--- config.mk ---
export PLATFORM = sky130hd
export DESIGN_NAME = epu_request_loader
export DESIGN_NICKNAME = d
export VERILOG_FILES = /design/src/rtl/epu_pkg.sv /design/src/rtl/epu_operand_regfile.sv /design/src/rtl/epu_request_loader.sv
export SDC_FILE = /design/constraint.sdc
export NUM_CORES = 1
export LEC_CHECK = 0
export CAP_MARGIN = 40
export CORE_AREA = 8 8 421 423
export CTS_BUF_LIST = sky130_fd_sc_hd__clkbuf_4
export CTS_CLUSTER_SIZE = 8
export DETAILED_ROUTE_END_ITERATION = 10
export DIE_AREA = 0 0 429 431
export PLACE_DENSITY_LB_ADDON = 0.3
export SLEW_MARGIN = 20
export SYNTH_ARGS = -nofsm -noshare
export SYNTH_HDL_FRONTEND = slang
export SYNTH_SLANG_ARGS = --single-unit
--- constraint.sdc ---
create_clock -name axiclk -period 4.6 [get_ports axiclk]
set_clock_uncertainty 0.1 [all_clocks]
set_input_delay 0.92 -clock axiclk [delete_from_list [all_inputs] [get_ports axiclk]]
set_output_delay 0.92 -clock axiclk [all_outputs]
set_load 0.005 [all_outputs]
--- src/rtl/epu_pkg.sv ---
// +----------------------------------------------------------------------+
// | epu_pkg: address map, status bit positions and FSM encodings         |
// | shared by the EPU request loader.  Revision: 1.0                     |
// +----------------------------------------------------------------------+
`default_nettype none

package epu_pkg;

  localparam int NUM_WORDS = 32;

  localparam logic [5:0] ADDR_SIG_BASE   = 6'd0;
  localparam logic [5:0] ADDR_KEY_BASE   = 6'd16;
  localparam logic [5:0] ADDR_RHASH_BASE = 6'd24;
  localparam logic [5:0] ADDR_CTRL       = 6'd32;
  localparam logic [5:0] ADDR_CLR        = 6'd33;
  localparam logic [5:0] ADDR_STATUS     = 6'd34;

  localparam int CTRL_START_BIT = 0;
  localparam int STAT_BUSY      = 0;
  localparam int STAT_DONE      = 1;
  localparam int STAT_RESULT    = 2;
  localparam int STAT_WR_ERR    = 3;
  localparam int STAT_START_ERR = 4;
  localparam int STAT_TIMEOUT   = 5;
  localparam int CLR_MASK_BIT   = 8;

  typedef enum logic [1:0] {
    ST_IDLE  = 2'd0,
    ST_ISSUE = 2'd1,
    ST_ACK   = 2'd2,
    ST_WAIT  = 2'd3
  } state_e;

  function automatic logic is_operand_addr(input logic [5:0] addr);
    return addr < ADDR_CTRL;
  endfunction

endpackage

`default_nettype wire

--- src/rtl/epu_operand_regfile.sv ---
// +----------------------------------------------------------------------+
// | epu_operand_regfile: 32x32 operand store with per-word load mask,    |
// | write lock and flattened sig/key/rhash outputs.  Revision: 1.0       |
// +----------------------------------------------------------------------+
`default_nettype none

module epu_operand_regfile
  import epu_pkg::*;
(
  input  logic         axiclk,
  input  logic         resetn,
  input  logic         wr_en_i,
  input  logic [5:0]   wr_addr_i,
  input  logic [31:0]  wr_data_i,
  input  logic         lock_i,
  input  logic         mask_clr_i,
  input  logic [4:0]   rd_idx_i,
  output logic [31:0]  rd_word_o,
  output logic [511:0] sig_o,
  output logic [255:0] key_o,
  output logic [255:0] rhash_o,
  output logic         mask_full_o,
  output logic         wr_drop_o
);

  logic [31:0] words_q [NUM_WORDS];
  logic [31:0] mask_q;
  logic [31:0] mask_d;
  logic        w_op_wr;
  logic        w_accept;

  assign w_op_wr   = wr_en_i && is_operand_addr(wr_addr_i);
  assign w_accept  = w_op_wr && !lock_i;
  assign wr_drop_o = w_op_wr && lock_i;

  always_ff @(posedge axiclk) begin
    if (!resetn) begin
      for (int i = 0; i < NUM_WORDS; i++) begin
        words_q[i] <= '0;
      end
    end else if (w_accept) begin
      words_q[wr_addr_i[4:0]] <= wr_data_i;
    end
  end

  // A locked (busy) loader must keep its mask so the held operands stay valid.
  always_comb begin
    mask_d = mask_q;
    if (mask_clr_i && !lock_i) begin
      mask_d = '0;
    end else if (w_accept) begin
      mask_d[wr_addr_i[4:0]] = 1'b1;
    end
  end

  always_ff @(posedge axiclk) begin
    if (!resetn) begin
      mask_q <= '0;
    end else begin
      mask_q <= mask_d;
    end
  end

  assign mask_full_o = &mask_q;
  assign rd_word_o   = words_q[rd_idx_i];

  genvar gi;
  generate
    for (gi = 0; gi < NUM_WORDS; gi++) begin : g_flat
      if (gi < int'(ADDR_KEY_BASE)) begin : g_sig
        assign sig_o[32*gi +: 32] = words_q[gi];
      end else if (gi < int'(ADDR_RHASH_BASE)) begin : g_key
        assign key_o[32*(gi-int'(ADDR_KEY_BASE)) +: 32] = words_q[gi];
      end else begin : g_rhash
        assign rhash_o[32*(gi-int'(ADDR_RHASH_BASE)) +: 32] = words_q[gi];
      end
    end
  endgenerate

endmodule

`default_nettype wire

--- src/rtl/epu_request_loader.sv ---
// +----------------------------------------------------------------------+
// | epu_request_loader: register front end that loads EPU operands,      |
// | issues the request and reports status/irq.  Optional watchdog abort  |
// | enabled with EPU_LOADER_TIMEOUT_EN.  Revision: 1.0                   |
// +----------------------------------------------------------------------+
`default_nettype none

module epu_request_loader
  import epu_pkg::*;
#(
`ifdef EPU_LOADER_TIMEOUT_EN
  parameter logic [23:0] TIMEOUT_CYCLES = 24'hFFFFFF,
`endif
  parameter int CNT_W = 16
) (
  input  logic         axiclk,
  input  logic         resetn,
  input  logic         wr_en_i,
  input  logic [5:0]   wr_addr_i,
  input  logic [31:0]  wr_data_i,
  input  logic [5:0]   rd_addr_i,
  output logic [31:0]  rd_data_o,
  output logic [511:0] epu_sig_o,
  output logic [255:0] epu_key_o,
  output logic [255:0] epu_rhash_o,
  output logic         epu_valid_o,
  input  logic         epu_ready_i,
  input  logic         epu_result_i,
  output logic         irq_o
);

  state_e           state_q;
  state_e           state_d;
  logic             epu_valid_q;
  logic             epu_valid_d;
  logic             done_q;
  logic             result_q;
  logic             wr_err_q;
  logic             start_err_q;
  logic             timeout_q;
  logic [CNT_W-1:0] cnt_q;
  logic [31:0]      rd_data_q;
  logic [31:0]      rd_data_d;
  logic [31:0]      w_status;
  logic [31:0]      w_rd_word;
  logic             w_busy;
  logic             w_start;
  logic             w_clr;
  logic             w_go;
  logic             w_complete;
  logic             w_tmo_hit;
  logic             w_mask_full;
  logic             w_wr_drop;

  assign w_busy     = (state_q != ST_IDLE);
  assign w_start    = wr_en_i && (wr_addr_i == ADDR_CTRL) && wr_data_i[CTRL_START_BIT];
  assign w_clr      = wr_en_i && (wr_addr_i == ADDR_CLR);
  assign w_go       = w_start && !w_busy && w_mask_full;
  assign w_complete = (state_q == ST_WAIT) && epu_ready_i;

  epu_operand_regfile u_regfile (
    .axiclk      (axiclk),
    .resetn      (resetn),
    .wr_en_i     (wr_en_i),
    .wr_addr_i   (wr_addr_i),
    .wr_data_i   (wr_data_i),
    .lock_i      (w_busy),
    .mask_clr_i  (w_clr && wr_data_i[CLR_MASK_BIT]),
    .rd_idx_i    (rd_addr_i[4:0]),
    .rd_word_o   (w_rd_word),
    .sig_o       (epu_sig_o),
    .key_o       (epu_key_o),
    .rhash_o     (epu_rhash_o),
    .mask_full_o (w_mask_full),
    .wr_drop_o   (w_wr_drop)
  );

`ifdef EPU_LOADER_TIMEOUT_EN
  logic [23:0] tmo_q;

  always_ff @(posedge axiclk) begin
    if (!resetn) begin
      tmo_q <= '0;
    end else if ((state_q == ST_ACK) || (state_q == ST_WAIT)) begin
      tmo_q <= tmo_q + 24'd1;
    end else begin
      tmo_q <= '0;
    end
  end

  // A genuine completion in the same cycle wins over the abort.
  assign w_tmo_hit = ((state_q == ST_ACK) || (state_q == ST_WAIT)) &&
                     (tmo_q == TIMEOUT_CYCLES - 24'd1) && !w_complete;
`else
  assign w_tmo_hit = 1'b0;
`endif

  always_ff @(posedge axiclk) begin
    if (!resetn) begin
      state_q <= ST_IDLE;
    end else begin
      state_q <= state_d;
    end
  end

  always_comb begin
    state_d = state_q;
    case (state_q)
      ST_IDLE:  if (w_go) state_d = ST_ISSUE;
      ST_ISSUE: if (epu_ready_i) state_d = ST_ACK;
      ST_ACK: begin
        if (w_tmo_hit) state_d = ST_IDLE;
        else if (!epu_ready_i) state_d = ST_WAIT;
      end
      ST_WAIT:  if (w_complete || w_tmo_hit) state_d = ST_IDLE;
      default:  state_d = ST_IDLE;
    endcase
  end

  always_comb begin
    epu_valid_d = (state_q == ST_ISSUE) && epu_ready_i;
  end

  always_ff @(posedge axiclk) begin
    if (!resetn) begin
      epu_valid_q <= 1'b0;
      done_q      <= 1'b0;
      result_q    <= 1'b0;
      wr_err_q    <= 1'b0;
      start_err_q <= 1'b0;
      timeout_q   <= 1'b0;
      cnt_q       <= '0;
    end else begin
      epu_valid_q <= epu_valid_d;

      // Completion takes priority over a same-cycle W1C of done.
      if (w_complete) begin
        result_q <= epu_result_i;
        done_q   <= 1'b1;
        cnt_q    <= cnt_q + CNT_W'(1);
      end else if (w_tmo_hit) begin
        result_q <= 1'b0;
        done_q   <= 1'b1;
      end else if (w_clr && wr_data_i[STAT_DONE]) begin
        done_q <= 1'b0;
      end

      if (w_wr_drop) wr_err_q <= 1'b1;
      else if (w_clr && wr_data_i[STAT_WR_ERR]) wr_err_q <= 1'b0;

      if (w_start && (w_busy || !w_mask_full)) start_err_q <= 1'b1;
      else if (w_clr && wr_data_i[STAT_START_ERR]) start_err_q <= 1'b0;

      if (w_tmo_hit) timeout_q <= 1'b1;
      else if (w_clr && wr_data_i[STAT_TIMEOUT]) timeout_q <= 1'b0;
    end
  end

  always_comb begin
    w_status                 = '0;
    w_status[31:16]          = 16'(cnt_q);
    w_status[STAT_BUSY]      = w_busy;
    w_status[STAT_DONE]      = done_q;
    w_status[STAT_RESULT]    = result_q;
    w_status[STAT_WR_ERR]    = wr_err_q;
    w_status[STAT_START_ERR] = start_err_q;
    w_status[STAT_TIMEOUT]   = timeout_q;
  end

  always_comb begin
    rd_data_d = '0;
    if (is_operand_addr(rd_addr_i)) begin
      rd_data_d = w_rd_word;
    end else if (rd_addr_i == ADDR_STATUS) begin
      rd_data_d = w_status;
    end
  end

  always_ff @(posedge axiclk) begin
    if (!resetn) begin
      rd_data_q <= '0;
    end else begin
      rd_data_q <= rd_data_d;
    end
  end

  assign rd_data_o   = rd_data_q;
  assign epu_valid_o = epu_valid_q;
  assign irq_o       = done_q;

endmodule

`default_nettype wire
==> metrics.md <==
| Metric | Value |
|---|---|
| RSZ-0062 raised after global routing | false |
| IO Pins | about 1100 |
| Predominant post-synthesis flop cell | edfxtp_1 |
| Post-Syn Instances | about 3300 |
| Final Cell Area | between 60000 and 70000 um2 |
| Total GRT Usage | ~30% |
| Register bit count reported by yosys | approximately 1100 |
| Critical path endpoint | epu_sig_o[226] |
| Buffers on Ports | roughly 1100 |
| First DRT Iteration DRCs | around 4700 |
| Fin. max-slew vios | 0 |
| Syn Area/Cell | approximately 15 um2 |
| Most frequent cells in the layout | clkdlybuf4s50_1, and2_1, edfxtp_1, clkbuf_4, mux4_2 |
| Hold slack | slightly above 200 ps |
| Core area | roughly 170000 um2 |
| Yosys top cell by area | edfxtp_1 |
| Final WL | about 290000 um |
| Vias in the first global route | 37800 |
| Worst setup EP type | output pin |
| Status | completed |
| Post-synthesis adder-cell area fraction | less than 1% |
| Top delay family on crit path | flip-flops |
| Stages on the worst setup path | 1 |
| Clock root buffer master | clkbuf_4 |
| Worst Setup Slack, final | just over 1000 ps |
| First-pass DRT Iterations | 5 |
| Setup tns final | 0 ps |
| CP bufs+invs | 1 |
| CP Cell Sequence | clkdlybuf4s50_1 |
| Max clock buf depth | 4 |
| Seq/Total Area, Yosys | about two thirds |
| Clock latency on the worst-skew pair | 1340 ps |
| Final Wtd Congestion | about 0.91 |
| Rel. slew slack | around 40% |
| CTS HTree Levels | 5 |
| Slowest cell on the critical path | edfxtp_1 |
| Synth area leaders | edfxtp_1, and2_1, mux4_2 |
| Die Y | between 400 and 500 um |
| Synth Area in XOR/XNOR | less than 1% |
| Pre-CTS WS | between 500 and 600 ps |
| Worst-margin pin slew | 902 ps |
| Path category of the worst min-delay check | primary input to register |
| Fmax | approximately 280 MHz |
| Initial antenna violation count | 42 |
| Avg Vias per Cell | roughly 5.3 |
| DIE AREA | about 180000 um2 |
| Syn Std Cell Area | a little under 50000 um2 |
| YS warnings | 0 |
| Global-route wire length before repair | ~370000 um |
| Startpoint Class | register |
| Max-cap viol count | 0 |
| Tcrit/Tclk final | between 70% and 80% |
| Remaining DRCs | 0 |
| Fill cells | 15900 |
| CP Data Required Time | approximately 3600 ps |
| Syn nets | 3347 |
| Cell Area, Placed | about 65000 um2 |
| CP Class | register to output pin |
| Nets | about 4700 |
| Most common cell after layout, fill and taps aside | clkdlybuf4s50_1 |
| Largest family of logic cells by synthesized area | simple AND/OR/NAND/NOR gates |
| Detail Placement HPWL | 207000 um |
| P per Cell Area | 347 nW/um2 |
| CP max stage delay | ~640 ps |
| Reg clk slew, reported paths | ~60 ps |
| EDFF count, synth | slightly above 1000 |
| Largest net degree at the start of global routing | 71 |
| LEAKAGE | approximately 25 nW |
| Clk sink count | approximately 1100 |
| Most Crowded Layer GR | met2 |
| Share of cells above drive strength 1 | between 20% and 30% |
| Routed len/inst | 40.3 um |
| Core Rows | about 150 |
| Cell variety after synth | 60 |
| Synth Area in Compound Gates | 3.74% |
| Die W | ~430 um |
| Gr ovfl total | 0 |
| Post-Synth Simple-Gate Area | 15.2% |
| Top cell type's share of synthesized area | between 60 and 70% |
| Flip-flop and latch area | about 32000 um2 |
| Cts bufs inserted | between 300 and 400 |
| TritonCTS clock tree | yes |
| Met3 usage | about 9.0% |
| R2R setup slack | 1410 ps |
| Via count | between 30000 and 40000 |
| Met2 track demand over resource | between 50% and 60% |
| Worst Path Arrival | approximately 2600 ps |
| VDD IR max | between 0.0002 and 0.00025 V |
| R2r endpoint | u_regfile.words_q[4][26] |
| FF-to-FF Start | state_q[1] |
| CP max FO | 2 |
| Starting Density | between 20% and 30% |
| Worst Setup SP | u_regfile.words_q[7][2] |
| Footprint of the multi-input gates | approximately 16000 um2 |
| Reg2Reg Depth | 9 |
| Final Setup Violations | 0 |
| Final Hold Viols | 0 |
| GRT met1 Usage | 33.1% |
| Tmin final | 3570 ps |
| Asr flop ratio synth | 0% |
| Total power | roughly 24 mW |
| Postcts setup bufs | 0 |
| Antenna Nets Post-Route | 0 |
| P&R area growth vs syn | 39.0% |
| Mux contribution to synthesized area | about an eighth |
==> sequential cells by signal, indices dropped and copies added (netlist names) <==
signal,count
u_regfile.mask_q,32
irq_o,1
state_q,2
rd_data_o,32
epu_valid_o,1
u_regfile.words_q,1024
wr_err_q,1
cnt_q,16
result_q,1
start_err_q,1
==> power breakdown <==
group          internal, mW  switching, mW
Clock                  4.85           4.60
Combinational          1.15           1.61
Sequential             11.4          0.339
Total                  17.4           6.55
==> metrics by stage <==
stage               utilization, %  std cells
global placement              37.8       6512
floorplan                        -       3293
global route                  40.4       7103
finish                        40.4       7111
CTS                           40.3       7095
detailed placement            37.9       6522
==> per-layer routing <==
layer | vias to the layer above | routed length [um] | part of all wire (%)
met5 | - | 230 | 0.080
met4 | 10 | 18300 | 6.4
met3 | 583 | 26900 | 9.4
met2 | 2642 | 141000 | 49
met1 | 19700 | 100000 | 35
li1 | 15100 | - | -
==> cell families (layout without fill, tap and decap cells) <==
family                     count (synthesis)  after routing
AOI/OAI and AO/OA                        255            255
buffers and inverters                    325           1898
DFF                                     1111           1111
other                                      0             12
and+or+nand+nor                         1254           1254
xor gates and xnor gates                  13             13
adders and majority gates                  5              5
muxes                                    330            330
==> cell type report <==
cell class                      count  area share [%]
Sequential cell                  1111            47.2
Multi-Input combinational cell   1857            23.5
Timing Repair Buffer             1328            19.4
Clock buffer                      484            5.28
Tap cell                         2233            4.06
Clock inverter                     80           0.502
Antenna cell                       12          0.0436
Inverter                            6          0.0327
==> worst min path at each step <==
stage               depth (start not counted)  slack (ps)                   endpoint            startpoint
finish                                      2         210  u_regfile.words_q[22][23]         wr_data_i[23]
global route                                2          60  u_regfile.words_q[12][23]         wr_data_i[23]
CTS                                         4          10                      irq_o          wr_data_i[1]
detailed placement                          1         360       u_regfile.mask_q[31]  u_regfile.mask_q[31]
global placement                            1         350       u_regfile.mask_q[24]  u_regfile.mask_q[24]
floorplan                                   2         340                   result_q              result_q
==> timing repair <==
| item | in CTS | in global routing |
|---|---|---|
| gates resized for setup | 0 | 0 |
| setup endpoints to repair | 0 | 0 |
| hold endpoints to repair | 65 | 3 |
| hold buffers | 9 | 1 |
==> cells in the mapped netlist (all sizes together) (16+ instances only) <==
cell       n
dfxtp     87
nor4      23
mux2i     94
o22ai     52
mux2      23
o21ai     37
mux4     213
a221oi    36
a22o      25
and2    1027
nor2      91
edfxtp  1024
buf       79
a21oi     16
o21a      34
clkbuf   240
nand2     39
No activity file was read; power rests on OpenSTA's default activity.
